--- config.mk ---
export PLATFORM = sky130hd
export DESIGN_NAME = key_input_ctrl
export DESIGN_NICKNAME = d
export VERILOG_FILES = /design/src/rtl/key_input_ctrl.sv
export SDC_FILE = /design/constraint.sdc
export NUM_CORES = 1
export LEC_CHECK = 0
export CAP_MARGIN = 20
export CORE_UTILIZATION = 35
export DETAILED_ROUTE_END_ITERATION = 7
export PLACE_DENSITY_LB_ADDON = 0.12
export SETUP_SLACK_MARGIN = 0.4
export SLEW_MARGIN = 20
export SYNTH_ARGS = -nofsm -noshare
export SYNTH_HDL_FRONTEND = slang
export SYNTH_SLANG_ARGS = --single-unit
export TNS_END_PERCENT = 50
--- constraint.sdc ---
create_clock -name clk -period 1.5 [get_ports clk]
set_input_delay 0.3 -clock clk [delete_from_list [all_inputs] [get_ports clk]]
set_output_delay 0.3 -clock clk [all_outputs]
set_load 0.02 [all_outputs]
--- src/rtl/key_input_ctrl.sv ---
// key_input_ctrl: memory-mapped push-button peripheral.
// Synchronises and debounces N_KEYS raw keys, latches press events as sticky
// write-1-to-clear bits and raises a maskable level interrupt.
// Register map (word index): 0 STATE (debounced level, read-only),
// 1 EVENT (press events, W1C), 2 MASK (interrupt enables), 3 reserved.
module key_input_ctrl #(
  parameter int N_KEYS          = 8,
  parameter int DEBOUNCE_CYCLES = 16,
  parameter bit ACTIVE_LOW      = 1'b1
) (
  input  logic              clk,
  input  logic              reset,
  input  logic [N_KEYS-1:0] key_raw,
  input  logic [1:0]        addr,
  input  logic              we,
  input  logic [31:0]       wdata,
  output logic [31:0]       rdata,
  output logic              irq
);

  localparam int CNT_W = (DEBOUNCE_CYCLES > 1) ? $clog2(DEBOUNCE_CYCLES) : 1;
  localparam logic [CNT_W-1:0] CNT_LAST = CNT_W'(DEBOUNCE_CYCLES - 1);

  localparam logic [1:0] ADDR_STATE = 2'd0;
  localparam logic [1:0] ADDR_EVENT = 2'd1;
  localparam logic [1:0] ADDR_MASK  = 2'd2;

  logic [N_KEYS-1:0] pressed;
  logic [N_KEYS-1:0] sync1_q;
  logic [N_KEYS-1:0] sync2_q;
  logic [N_KEYS-1:0] stable_q;
  logic [N_KEYS-1:0] stable_d;
  logic [N_KEYS-1:0] key_rise;
  logic [N_KEYS-1:0] event_q;
  logic [N_KEYS-1:0] event_d;
  logic [N_KEYS-1:0] mask_q;
  logic [N_KEYS-1:0] mask_d;
  logic [CNT_W-1:0]  cnt_q [N_KEYS];
  logic [CNT_W-1:0]  cnt_d [N_KEYS];

  // Internally a key is always 1 when pressed, whatever the pin polarity.
  assign pressed = ACTIVE_LOW ? ~key_raw : key_raw;

  // Upper write-data bits have no register behind them when N_KEYS < 32.
  if (N_KEYS < 32) begin : g_unused_wdata
    logic unused_wdata_hi;
    assign unused_wdata_hi = ^wdata[31:N_KEYS];
  end

  // Two-flop synchroniser; reset puts both stages in the released state.
  always_ff @(posedge clk) begin
    if (reset) begin
      sync1_q <= '0;
      sync2_q <= '0;
    end else begin
      sync1_q <= pressed;
      sync2_q <= sync1_q;
    end
  end

  // Debounce: count consecutive samples that disagree with the accepted level;
  // any agreeing sample restarts the count, the last count accepts the change.
  always_comb begin
    stable_d = stable_q;
    for (int i = 0; i < N_KEYS; i++) begin
      cnt_d[i] = '0;
      if (sync2_q[i] != stable_q[i]) begin
        if (cnt_q[i] == CNT_LAST) begin
          stable_d[i] = sync2_q[i];
        end else begin
          cnt_d[i] = cnt_q[i] + 1'b1;
        end
      end
    end
  end

  // Event and mask next state; a press accepted in the same cycle as a W1C
  // write to its bit must not be lost, so the set is applied last.
  always_comb begin
    key_rise = stable_d & ~stable_q;
    event_d  = event_q;
    mask_d   = mask_q;
    if (we && (addr == ADDR_EVENT)) begin
      event_d = event_q & ~wdata[N_KEYS-1:0];
    end
    if (we && (addr == ADDR_MASK)) begin
      mask_d = wdata[N_KEYS-1:0];
    end
    event_d = event_d | key_rise;
  end

  // Debounce state, sticky events and interrupt mask.
  always_ff @(posedge clk) begin
    if (reset) begin
      stable_q <= '0;
      event_q  <= '0;
      mask_q   <= '0;
      for (int i = 0; i < N_KEYS; i++) begin
        cnt_q[i] <= '0;
      end
    end else begin
      stable_q <= stable_d;
      event_q  <= event_d;
      mask_q   <= mask_d;
      for (int i = 0; i < N_KEYS; i++) begin
        cnt_q[i] <= cnt_d[i];
      end
    end
  end

  // Combinational read mux, registers zero-extended to the bus width.
  always_comb begin
    rdata = '0;
    case (addr)
      ADDR_STATE: rdata[N_KEYS-1:0] = stable_q;
      ADDR_EVENT: rdata[N_KEYS-1:0] = event_q;
      ADDR_MASK:  rdata[N_KEYS-1:0] = mask_q;
      default:    rdata = '0;
    endcase
  end

  // Level interrupt straight from the registers, no added delay.
  assign irq = |(event_q & mask_q);

endmodule

# Yosys cells after proc, flatten, opt, wreduce, memory -nomap -nowiden

Memories as Yosys holds them, arrays and structs flattened.
Index checks and enable logic that the tools add are counted.

Add/sub/neg operators: 8
Eq/ne operators: 18
Muxes and demuxes: 45
Bitwise gates (word level): 15
Reduce and logical (&&, ||, !) cells: 4

Operators by type and width:

| cell                                                            | count |
|---|---|
| 4-bit two-way mux                                               | 24 |
| 4-bit by 1-bit adder with 4-bit output, second input constant   | 8 |
| 4-bit == test, second input constant                            | 8 |
| 8-bit bitwise AND                                               | 3 |
| 8-bit inverter                                                  | 3 |
| 8-bit one-hot mux with 3 select lines                           | 1 |
| 1-bit two-way mux                                               | 19 |
| 8-bit two-way mux                                               | 1 |
| 1-bit != test                                                   | 8 |
| 1-bit bitwise OR                                                | 8 |
| 8-bit bitwise OR                                                | 1 |
| 8-bit OR reduction                                              | 1 |
| 2-bit by 1-bit == test with 1-bit output, second input constant | 1 |
| 2-bit == test, second input constant                            | 1 |
| 1-bit logical AND                                               | 2 |
| 2-bit logical NOT                                               | 1 |

Flip-flop bits (word level): 40
Bits in writable memories: 32
Input port bits: 45
Memories: 1

Memory list:

| memory | words | width | read ports | clocked after memory_dff | write ports | RTL line | text |
|---|---|---|---|---|---|---|---|
| cnt_q  | 8     | 4     | 8          | 0                        | 8           | 38       | `logic [CNT_W-1:0] cnt_q [N_KEYS];` |

# Depth between registers and ports, before layout

Gate-level depths: netlist (run 1).
An unclocked memory read counts as a cell.

Depth after elaboration: 6
Gate-level depth with buffers: 5

# Worst setup path after synthesis (run 1)

Ideal clock, no wire load.

Path type: input -> output
From: input port addr[0]
To: output port rdata[0]
Arrival: 1.044 ns
Path slack: 0.156 ns
Cell stages on the path: 5
Path through: and2b_1 -> clkbuf_2 -> buf_4 -> nand2_1 -> o21ai_0

Longest elaborated chain between the ends: 2
Elaborated cells between the ends (all ways): 4

Ends and longest elaborated chain:

| element                                 | RTL line | text |
|---|---|---|
| start, declared                         | 14       | `input logic [1:0] addr,` |
| 2-bit == test (tied with other cells)   | 114      | `case (addr)` |
| 8-bit one-hot mux with 3 select lines * | 114      |  |
| end, declared                           | 17       | `output logic [31:0] rdata,` |

Mark *: on every way between the ends. The rest lies on a longest branch, timed or not.

# Worst setup path after layout (run 1)

From: register mask_q[5]
To: output port irq

Longest elaborated chain between the ends: 2

Ends and longest elaborated chain:

| element                | RTL line | text |
|---|---|---|
| start, declared        | 36       | `logic [N_KEYS-1:0] mask_q;` |
| start signal, assigned | 104      | `mask_q <= mask_d;` |
| 8-bit bitwise AND      | 123      | `assign irq = \|(event_q & mask_q);` |
| 8-bit OR reduction     | 123      |  |
| end, declared          | 18       | `output logic irq` |

Every way passes these cells.

==> impl_metrics.py, run 1 <==
metrics = {
    "outcome": {
        "status": "finished clean",
    },
    "sta": {
        "hold_ws_ns": 0.3662,
        "setup_tns_ns": 0,
        "rsz0062_at_grt": "true",
        "max_freq_mhz": 676.7,
        "fin_worst_skew_ns": 0.009560,
        "period_minus_slack_ns": 1.478,
        "period_share_pct": 98.52,
        "slew_violations": 0,
        "final-hold-violation-count": 0,
        "setup_viol": 0,
    },
    "floorplanning": {
        "core_sq_mm": 0.008258,
        "die_y_um": 94.49,
        "floorplan.initialDensity_pct": 36.26,
        "die_x_um": 94.49,
        "dieArea_sq_mm": 0.008928,
        "rows": 33,
        "io_pins": 78,
    },
    "logic_synthesis": {
        "yosys.area_share.simple_pct": 19.89,
        "synth.cell_area_sq_mm": 0.002994,
        "muxShareOfSynthArea_pct": 5.349,
        "ys_warn_count": 0,
        "syn_avg_cell_area_sq_um": 9.415,
        "synth_top_family_by_area": "simple AND/OR/NAND/NOR gates",
        "synthAdderAreaFrac_pct": 3.343,
        "synth_xor_area_share_pct": 7.020,
        "synth_compound_area_share_pct": 6.352,
        "ys_types": 30,
        "synthCells": 318,
        "synth_seq_cells": 72,
        "seq_area_frac_synth_pct": 48.14,
    },
    "placement": {
        "placed_area_sq_mm": 0.003646,
        "portBuffers": 29,
        "dp_cells": 464,
        "dp_hpwl_um": 4073,
        "place_congestion": 0.7021,
    },
    "grt": {
        "grt_start_max_net_pins": 24,
        "grtUsageTotal_pct": 15.93,
        "grt_pass1_wl_um": 10560,
        "overflow": 0,
        "antenna_found_initial": 0,
        "first_global_vias": 2149,
    },
    "drt": {
        "first_pass_iters": 4,
        "drt_wl_total_um": 6660,
        "num_vias": 2301,
        "route.detailed.drc": 0,
        "drt-initial-drc-count": 60,
        "ant_nets": 0,
        "vias_per_cell": 4.648,
        "route.detailed.wl_per_inst_um": 13.45,
    },
    "pwr": {
        "p_clk_share_pct": 43.7,
        "switchingPower_uw": 947.7,
        "p_leak_uw": 0.001819,
        "power.share.sequential_pct": 47.6,
        "cellPowerDensity_mw_per_mm2": 910.3,
        "ir_worst_vdd_mv": 0.4741,
        "combPwrFrac_pct": 8.7,
        "p_sw_share_pct": 23.00,
        "p_int_uw": 3173,
        "p_total_uw": 4121,
    },
    "final_layout": {
        "drive_above_1_share_pct": 41.54,
        "fill_cells": 743,
        "most-common-layout-cells": "43 x dfxtp_1, 39 x nor2_1, 25 x buf_4, 24 x conb_1, 23 x dfxtp_2",
        "fin_area_sq_mm": 0.004527,
        "layout.area.seq_sq_mm": 0.001493,
        "stdcell_count": 495,
        "n_antenna_cell": 0,
        "layout_commonest_cell": "dfxtp_1",
        "nets": 438,
        "syn_to_final_growth_pct": 51.19,
        "multi_input_area_sq_mm": 0.001898,
    },
    "worst_hold_path": {
        "hold_path_class": "in2reg",
        "min_path_cells": 3,
        "min_from": "reset",
        "hold_end": "stable_q[4]$_SDFF_PP0_",
    },
    "clock_network": {
        "clock_latency_ns": 0.34,
        "cts.sinks": 72,
        "clockBufferDepth": 2,
        "cts-buffers-inserted": 9,
        "tritoncts": "built",
        "htree_num_levels": 3,
        "root_buffer": "clkbuf_8",
        "clk_pin_slew_worst_paths_ns": 0.08,
    },
    "critical_path": {
        "regToRegSetupSlack_ns": 0.28,
        "r2r_start": "cnt_q[1][8]$_SDFF_PP0_",
        "worstReg2RegEnd": "cnt_q[1][8]$_SDFF_PP0_",
        "ff2ff_path_depth": 4,
        "endpoint_kind": "primary output",
        "cp-startpoint": "mask_q[5]$_SDFFE_PP0P_",
        "critPathArrivalTime_ns": 1.18,
        "path_max_fanout": 3,
        "worstPathRequired_ns": 1.20,
        "worstSetupPathType": "reg2out",
        "startpoint_type": "flop",
    },
    "job": {
        "maxCapViolations": 0,
    },
}
==> repair_timing <==
action	4_1_cts	5_1_grt
buffers inserted	7	6
gates resized for setup	139	38
hold buffers	0	0
gates cloned	2	0
endpoints found under the hold margin	0	0
endpoints found under the setup margin	37	34
pin swaps	33	34
==> metrics by stage <==
stage | setup WS [ns] | util, %
finish | 0.02224 | 54.82
floorplan | 0.3027 | -
CTS | -0.01950 | 52.12
global placement | -0.7458 | 44.15
detailed placement | -0.7611 | 44.15
global route | -0.05663 | 54.82
==> kinds of logic after synthesis <==
kind of cell | after synthesis
adders and majority gates | 8
DFF | 72
and+or+nand+nor | 124
muxes | 16
buffers and inverters | 44
other | 1
AOI/OAI and AO/OA | 29
xor gates and xnor gates | 24
==> power groups by stage <==
stage                     Clock [uW]  Combinational [uW]  Sequential (uW)
after floorplan                    0                 225             2010
after global routing            1940                 388             1970
after CTS                       1850                 349             1960
after detailed placement           0                 295             2010
final                           1800                 359             1960
after global placement             0                 294             2010
==> critical path, cell delays in order (launching register included) <==
cell,delay [ns]
dfxtp_1,0.35
a22oi_1,0.17
nand4_1,0.14
buf_4,0.18
==> sequential cells by signal, indices dropped and copies added (netlist names) <==
| signal | count |
|---|---|
| sync1_q | 8 |
| stable_q | 8 |
| mask_q | 8 |
| sync2_q | 8 |
| cnt_q | 32 |
| event_q | 8 |
==> worst max-delay path by stage <==
stage	cells after the start	slack, ns	end
after floorplan	5	0.30	rdata[0]
after CTS	3	-0.02	irq
after detailed placement	6	-0.76	rdata[3]
final	3	0.02	irq
after global routing	3	-0.06	irq
after global placement	6	-0.75	rdata[3]
==> routing by layer <==
metal | up-vias | routed length, um | GRT usage, % | share of wire [%]
met2 | 60 | 3183 | 26.09 | 48
met4 | 0 | 67 | 4.167 | 1.0
met1 | 1078 | 3105 | 20.32 | 47
li1 | 1157 | - | - | -
met5 | - | 0 | 0 | 0
met3 | 6 | 303 | 4.911 | 4.5
==> area by class of cell <==
type                    instances  area share, %
clock buffers                  12          3.648
clock inverters                 4          1.658
inverters                       8         0.6634
multi-input cells             225          41.93
flip-flops and latches         72          32.97
well taps                     105          2.902
repair buffers                 69          16.22
==> synth_stat cells <==
library cell   n  area share (%)
dfxtp_1       72              48
nor2_1        43             5.4
buf_4         26             6.5
nand2_1       25             3.1
nand3_1       25             4.2
xor2_1        17             5.0
mux2i_1       16             5.3
a21oi_1        8             1.3
and3_1         8             1.7
ha_1           8             3.3
inv_1          8             1.0
nor2b_1        8             1.7
o21ai_0        8             1.3
xnor2_1        7             2.0
a31o_2         5             1.5
buf_2          5            0.84
nor4b_1        5             1.5
a22oi_1        4             1.0
a32o_1         3             1.0
buf_6          3             1.1
nor3b_1        3            0.75
or3_1          3            0.63
a31oi_1        1            0.21
and2b_1        1            0.25
and3b_1        1            0.29
clkbuf_1       1            0.13
clkbuf_2       1            0.17
conb_1         1            0.13
nand3b_1       1            0.25
nand4_1        1            0.21
Note: power is estimated with default switching activity, not from simulation.
==> inputs of run 2 (changes only) <==
- DONT_BUFFER_PORTS: not set -> 1
==> run 2 against run 1 <==
Die area did not move. Power fell by 9.9%. Critical path depth fell by 1. Utilization fell by 6.7 points. Setup slack improved by 0.026 ns. Sequential cell count did not move. Largest cell class unchanged. Largest power group unchanged.
==> impl_metrics.py, run 2 (synthesis gave the netlist of run 1 again) <==
metrics = {
    "final_layout": {
        "most-common-layout-cells": "39 x nor2_1, 35 x dfxtp_1, 29 x dfxtp_2, 24 x conb_1, 20 x nand3_1",
        "fin_area_sq_mm": 0.003971,
        "layout.area.seq_sq_mm": 0.001508,
        "stdcell_count": 456,
        "syn_to_final_growth_pct": 32.64,
        "layout_commonest_cell": "nor2_1",
        "multi_input_area_sq_mm": 0.001829,
        "nets": 400,
        "largest_reg_flops": 32,
        "n_antenna_cell": 0,
        "drive_above_1_share_pct": 38.18,
        "top_register": "cnt_q",
        "fill_cells": 793,
    },
    "worst_hold_path": {
        "hold_end": "stable_q[4]$_SDFF_PP0_",
        "min_path_cells": 1,
        "hold_path_class": "in2reg",
        "min_from": "reset",
    },
    "sta": {
        "hold_ws_ns": 0.01857,
        "fin_worst_skew_ns": 0.007908,
        "slew_violations": 0,
        "max_freq_mhz": 688.6,
        "period_share_pct": 96.81,
        "final-hold-violation-count": 0,
        "fin_ws_ns": 0.04782,
        "setup_viol": 0,
        "period_minus_slack_ns": 1.452,
        "rsz0062_at_grt": "true",
    },
    "floorplanning": {
        "die_y_um": 94.49,
        "floorplan.initialDensity_pct": 36.26,
        "dieArea_sq_mm": 0.008928,
        "rows": 33,
        "io_pins": 78,
        "core_sq_mm": 0.008258,
        "die_x_um": 94.49,
    },
    "pwr": {
        "power.share.sequential_pct": 52.7,
        "p_clk_share_pct": 42.0,
        "p_int_uw": 2903,
        "p_leak_uw": 0.001485,
        "cellPowerDensity_mw_per_mm2": 935.4,
        "p_sw_share_pct": 21.84,
        "ir_worst_vdd_mv": 0.4107,
        "switchingPower_uw": 811.4,
        "combPwrFrac_pct": 5.3,
    },
    "critical_path": {
        "worstReg2RegEnd": "cnt_q[1][5]$_SDFF_PP0_",
        "startpoint_type": "flop",
        "worstPathRequired_ns": 1.20,
        "critPathArrivalTime_ns": 1.15,
        "endpoint_kind": "primary output",
        "regToRegSetupSlack_ns": 0.29,
        "path_max_fanout": 3,
        "worstSetupPathType": "reg2out",
        "r2r_start": "cnt_q[1][5]$_SDFF_PP0_",
        "ff2ff_path_depth": 4,
    },
    "drt": {
        "drt_wl_total_um": 6245,
        "first_pass_iters": 4,
        "drt-initial-drc-count": 71,
        "num_vias": 2141,
        "route.detailed.drc": 0,
        "ant_nets": 0,
        "route.detailed.wl_per_inst_um": 13.70,
        "vias_per_cell": 4.695,
    },
    "clock_network": {
        "clockBufferDepth": 2,
        "cts.sinks": 72,
        "root_buffer": "clkbuf_8",
        "clock_latency_ns": 0.34,
        "clk_pin_slew_worst_paths_ns": 0.07,
        "htree_num_levels": 3,
        "tritoncts": "built",
        "cts-buffers-inserted": 9,
    },
    "grt": {
        "overflow": 0,
        "grt_start_max_net_pins": 42,
        "grtUsageTotal_pct": 14.47,
        "first_global_vias": 1998,
        "grt_pass1_wl_um": 9556,
        "antenna_found_initial": 0,
    },
    "placement": {
        "portBuffers": 0,
        "dp_hpwl_um": 3834,
        "dp_cells": 414,
        "placed_area_sq_mm": 0.003153,
        "dp_slack_ns": 0.2597,
        "place_congestion": 0.6937,
    },
    "job": {
        "maxCapViolations": 0,
    },
    "outcome": {
        "status": "finished clean",
    },
}
## run 2: final cells by class
| cell class | instances | share of cell area [%] |
|---|---|---|
| well taps | 105 | 3.308 |
| multi-input cells | 225 | 46.06 |
| flip-flops and latches | 72 | 37.96 |
| clock inverters | 3 | 1.008 |
| clock buffers | 12 | 4.159 |
| repair buffers | 31 | 6.742 |
| inverters | 8 | 0.7561 |
## run 2: layer usage
metal  part of all wire (%)  track usage, %  up-vias  wire, um
met5                      0               0        -         0
met4                    1.4           4.545        0        86
met2                     46           22.40       56      2842
met1                     45           17.20      995      2830
met3                    7.8           7.729        9       485
li1                       -               -     1081         -
## run 2: worst max path at each step
stage | start | endpoint | slack [ns]
after detailed placement | cnt_q[0][0]$_SDFF_PP0_ | event_q[0]$_SDFF_PP0_ | 0.26
after floorplan | addr[0] | rdata[0] | 0.30
after global routing | mask_q[6]$_SDFFE_PP0P_ | irq | -0.01
after CTS | mask_q[7]$_SDFFE_PP0P_ | irq | 0.02
after global placement | addr[1] | event_q[6]$_SDFF_PP0_ | 0.27
final | event_q[2]$_SDFF_PP0_ | irq | 0.05
## run 2: worst max-delay path: stages (launching register included)
cell	delay [ns]
dfxtp_4	0.36
a22oi_2	0.16
nand4_1	0.29
## run 2: power groups by stage
| stage | Clock [uW] | Combinational (uW) | Sequential (uW) |
|---|---|---|---|
| detailed placement | 0 | 150 | 2010 |
| floorplan | 0 | 225 | 2010 |
| finish | 1560 | 197 | 1960 |
| CTS | 1630 | 183 | 1970 |
| global placement | 0 | 149 | 2010 |
| global route | 1710 | 217 | 1960 |
## run 2: metrics by stage
stage	power (uW)	setup TNS, ns	utilization (%)
6_report	3715	0	48.09
5_1_grt	3883	-0.01109	48.09
4_1_cts	3780	0	44.65
3_5_place_dp	2161	0	38.18
3_3_place_gp	2159	0	38.18
2_1_floorplan	2230	0	-
## run 2: what timing repair did
item | in CTS | in global routing
buffers inserted | 13 | 3
pin swaps | 14 | 28
resized for setup | 45 | 49
hold buffers | 9 | 2
cloned | 0 | 0
endpoints found under the hold margin | 12 | 4
setup endpoints to repair | 26 | 35
==> inputs of run 3 (changes only) <==
- CELL_PAD_IN_SITES_DETAIL_PLACEMENT: not set -> 0
- CELL_PAD_IN_SITES_GLOBAL_PLACEMENT: not set -> 1
==> run 3 against run 2 <==
Cell area is 2.0% lower. Clock-buffer cell count up 1. Final cell count fell by 1.5%. Fmax down 0.80%. Die area stayed put. Sequential power hardly changed. Power decreased by 0.91%. Sequential share of layout area up 0.98 points. Critical path type unchanged. Largest cell class unchanged.
==> impl_metrics.py, run 3 (synthesis gave the netlist of run 1 again) <==
metrics = {
    "final_layout": {
        "largest_reg_flops": 32,
        "most-common-layout-cells": "38 x dfxtp_1, 36 x nor2_1, 24 x conb_1, 21 x dfxtp_2, 20 x nand3_1",
        "n_antenna_cell": 0,
        "layout_commonest_cell": "dfxtp_1",
        "syn_to_final_growth_pct": 30.05,
        "top_register": "cnt_q",
        "fill_cells": 792,
        "final_util_pct": 47.15,
        "drive_above_1_share_pct": 36.34,
        "fin_area_sq_mm": 0.003894,
        "nets": 392,
    },
    "grt": {
        "first_global_vias": 1995,
        "antenna_found_initial": 0,
        "overflow": 0,
        "grt_start_max_net_pins": 46,
        "grtUsageTotal_pct": 14.80,
        "grt_pass1_wl_um": 9749,
    },
    "clock_network": {
        "cts.sinks": 72,
        "clock_latency_ns": 0.34,
        "htree_num_levels": 3,
        "cts-buffers-inserted": 9,
        "root_buffer": "clkbuf_8",
        "clk_pin_slew_worst_paths_ns": 0.07,
        "clockBufferDepth": 2,
        "tritoncts": "built",
    },
    "drt": {
        "route.detailed.wl_per_inst_um": 13.73,
        "wl_met3_um": 386,
        "ant_nets": 0,
        "vias_per_cell": 4.697,
        "drt-initial-drc-count": 61,
        "met2_length_um": 2919,
        "route.detailed.drc": 0,
        "met1_length_um": 2803,
        "topRoutingLayerUsed": "met4",
        "first_pass_iters": 4,
        "drt_wl_total_um": 6167,
        "num_vias": 2109,
    },
    "pwr": {
        "combPwrFrac_pct": 5.2,
        "p_total_uw": 3681,
        "cellPowerDensity_mw_per_mm2": 945.3,
        "p_clk_share_pct": 41.9,
        "p_leak_uw": 0.001436,
        "p_sw_share_pct": 22.48,
        "power.share.sequential_pct": 53.0,
        "ir_worst_vdd_mv": 0.5481,
        "p_int_uw": 2853,
        "switchingPower_uw": 827.6,
    },
    "job": {
        "maxCapViolations": 0,
    },
    "critical_path": {
        "cp_slowest_cell": "dfxtp_2",
        "endpoint_kind": "primary output",
        "path_cells": "a22oi_2 > nand4_1",
        "startpoint_type": "flop",
        "cp_top_family": "flip-flops",
        "worstSetupPathType": "reg2out",
        "path_max_fanout": 3,
        "path_buf_inv": 0,
        "critPathArrivalTime_ns": 1.16,
        "worstPathRequired_ns": 1.20,
        "cpPeakStageDelay_ns": 0.34,
    },
    "sta": {
        "final-hold-violation-count": 0,
        "setup_tns_ns": 0,
        "rsz0062_at_grt": "true",
        "max_freq_mhz": 683.1,
        "slew_violations": 0,
        "setup_viol": 0,
        "period_share_pct": 97.59,
        "worst_pin_slew_ns": 0.7115,
        "slew_headroom_pct": 52.41,
        "period_minus_slack_ns": 1.464,
        "fin_ws_ns": 0.03615,
        "fin_worst_skew_ns": 0.008020,
    },
    "outcome": {
        "status": "finished clean",
    },
    "floorplanning": {
        "core_sq_mm": 0.008258,
        "die_x_um": 94.49,
        "rows": 33,
        "io_pins": 78,
        "floorplan.initialDensity_pct": 36.26,
        "die_y_um": 94.49,
        "dieArea_sq_mm": 0.008928,
    },
    "placement": {
        "place_congestion": 0.6765,
        "dp_hpwl_um": 3898,
        "placed_area_sq_mm": 0.003153,
        "portBuffers": 0,
        "dp_slack_ns": 0.2753,
    },
    "worst_hold_path": {
        "hold_path_class": "in2reg",
    },
}
-- run 3: cell types whose count changed in the layout (fill, tap and decap cells not counted), moves of 3 or more --
cell,change
dfxtp_2,-8
dfxtp_4,+5
nor2_2,+3
dfxtp_1,+3
buf_4,-5
nor2_1,-3
-- run 3: worst reg2reg max path, delay by kind of cell (launching register included) --
kind | cells | cell delay [ns]
fa+ha+maj | 1 | 0.16
simple gates | 3 | 0.71
flops | 1 | 0.36
-- run 3: cell type report --
| cell class | instances | area, sq um | share of cell area (%) |
|---|---|---|---|
| Inverter | 8 | 30.03 | 0.7712 |
| Sequential cell | 72 | 1516 | 38.95 |
| Clock inverter | 3 | 40.04 | 1.028 |
| Clock buffer | 13 | 158.9 | 4.081 |
| Tap cell | 105 | 131.4 | 3.374 |
| Multi-Input combinational cell | 225 | 1819 | 46.72 |
| Timing Repair Buffer | 23 | 197.7 | 5.077 |
-- run 3: power groups by stage --
stage | clock, uW | combinational [uW] | sequential (uW)
after floorplan | 0 | 225 | 2010
after global placement | 0 | 151 | 2010
after detailed placement | 0 | 152 | 2010
after CTS | 1610 | 168 | 1960
after global routing | 1700 | 212 | 1950
final | 1540 | 191 | 1950
-- run 3: stage by stage --
stage,cells,hold slack [ns]
after floorplan,341,0.3667
after global placement,414,0.3685
after detailed placement,414,0.3697
after CTS,443,0.00005937
after global routing,449,0.003688
final,449,0.02882
-- run 3: path summary, 6_finish.rpt --
path,from,endpoint,slack (ns),depth (start not counted)
worst max-delay path,mask_q[5]$_SDFFE_PP0P_,irq,0.04,2
worst min-delay path,reset,sync1_q[0]$_SDFF_PP0_,0.03,1
worst max register to register,cnt_q[1][4]$_SDFF_PP0_,cnt_q[1][4]$_SDFF_PP0_,0.22,4
worst min register to register,sync1_q[4]$_SDFF_PP0_,sync2_q[4]$_SDFF_PP0_,0.44,1
-- run 3: per-layer routing --
metal  global-route usage, %  vias to the layer above
met4                   4.167                        0
met2                   23.67                       46
met5                       0                        -
li1                        -                     1061
met3                   7.085                        6
met1                   17.65                      996
-- run 3: what timing repair did --
| action | 4_1_cts | 5_1_grt |
|---|---|---|
| setup buffers | 8 | 1 |
| resized for setup | 49 | 46 |
| pin swaps | 13 | 26 |
| cloned | 0 | 0 |
| hold buffers | 5 | 5 |
| endpoints found under the setup margin | 26 | 29 |
| endpoints found under the hold margin | 5 | 17 |
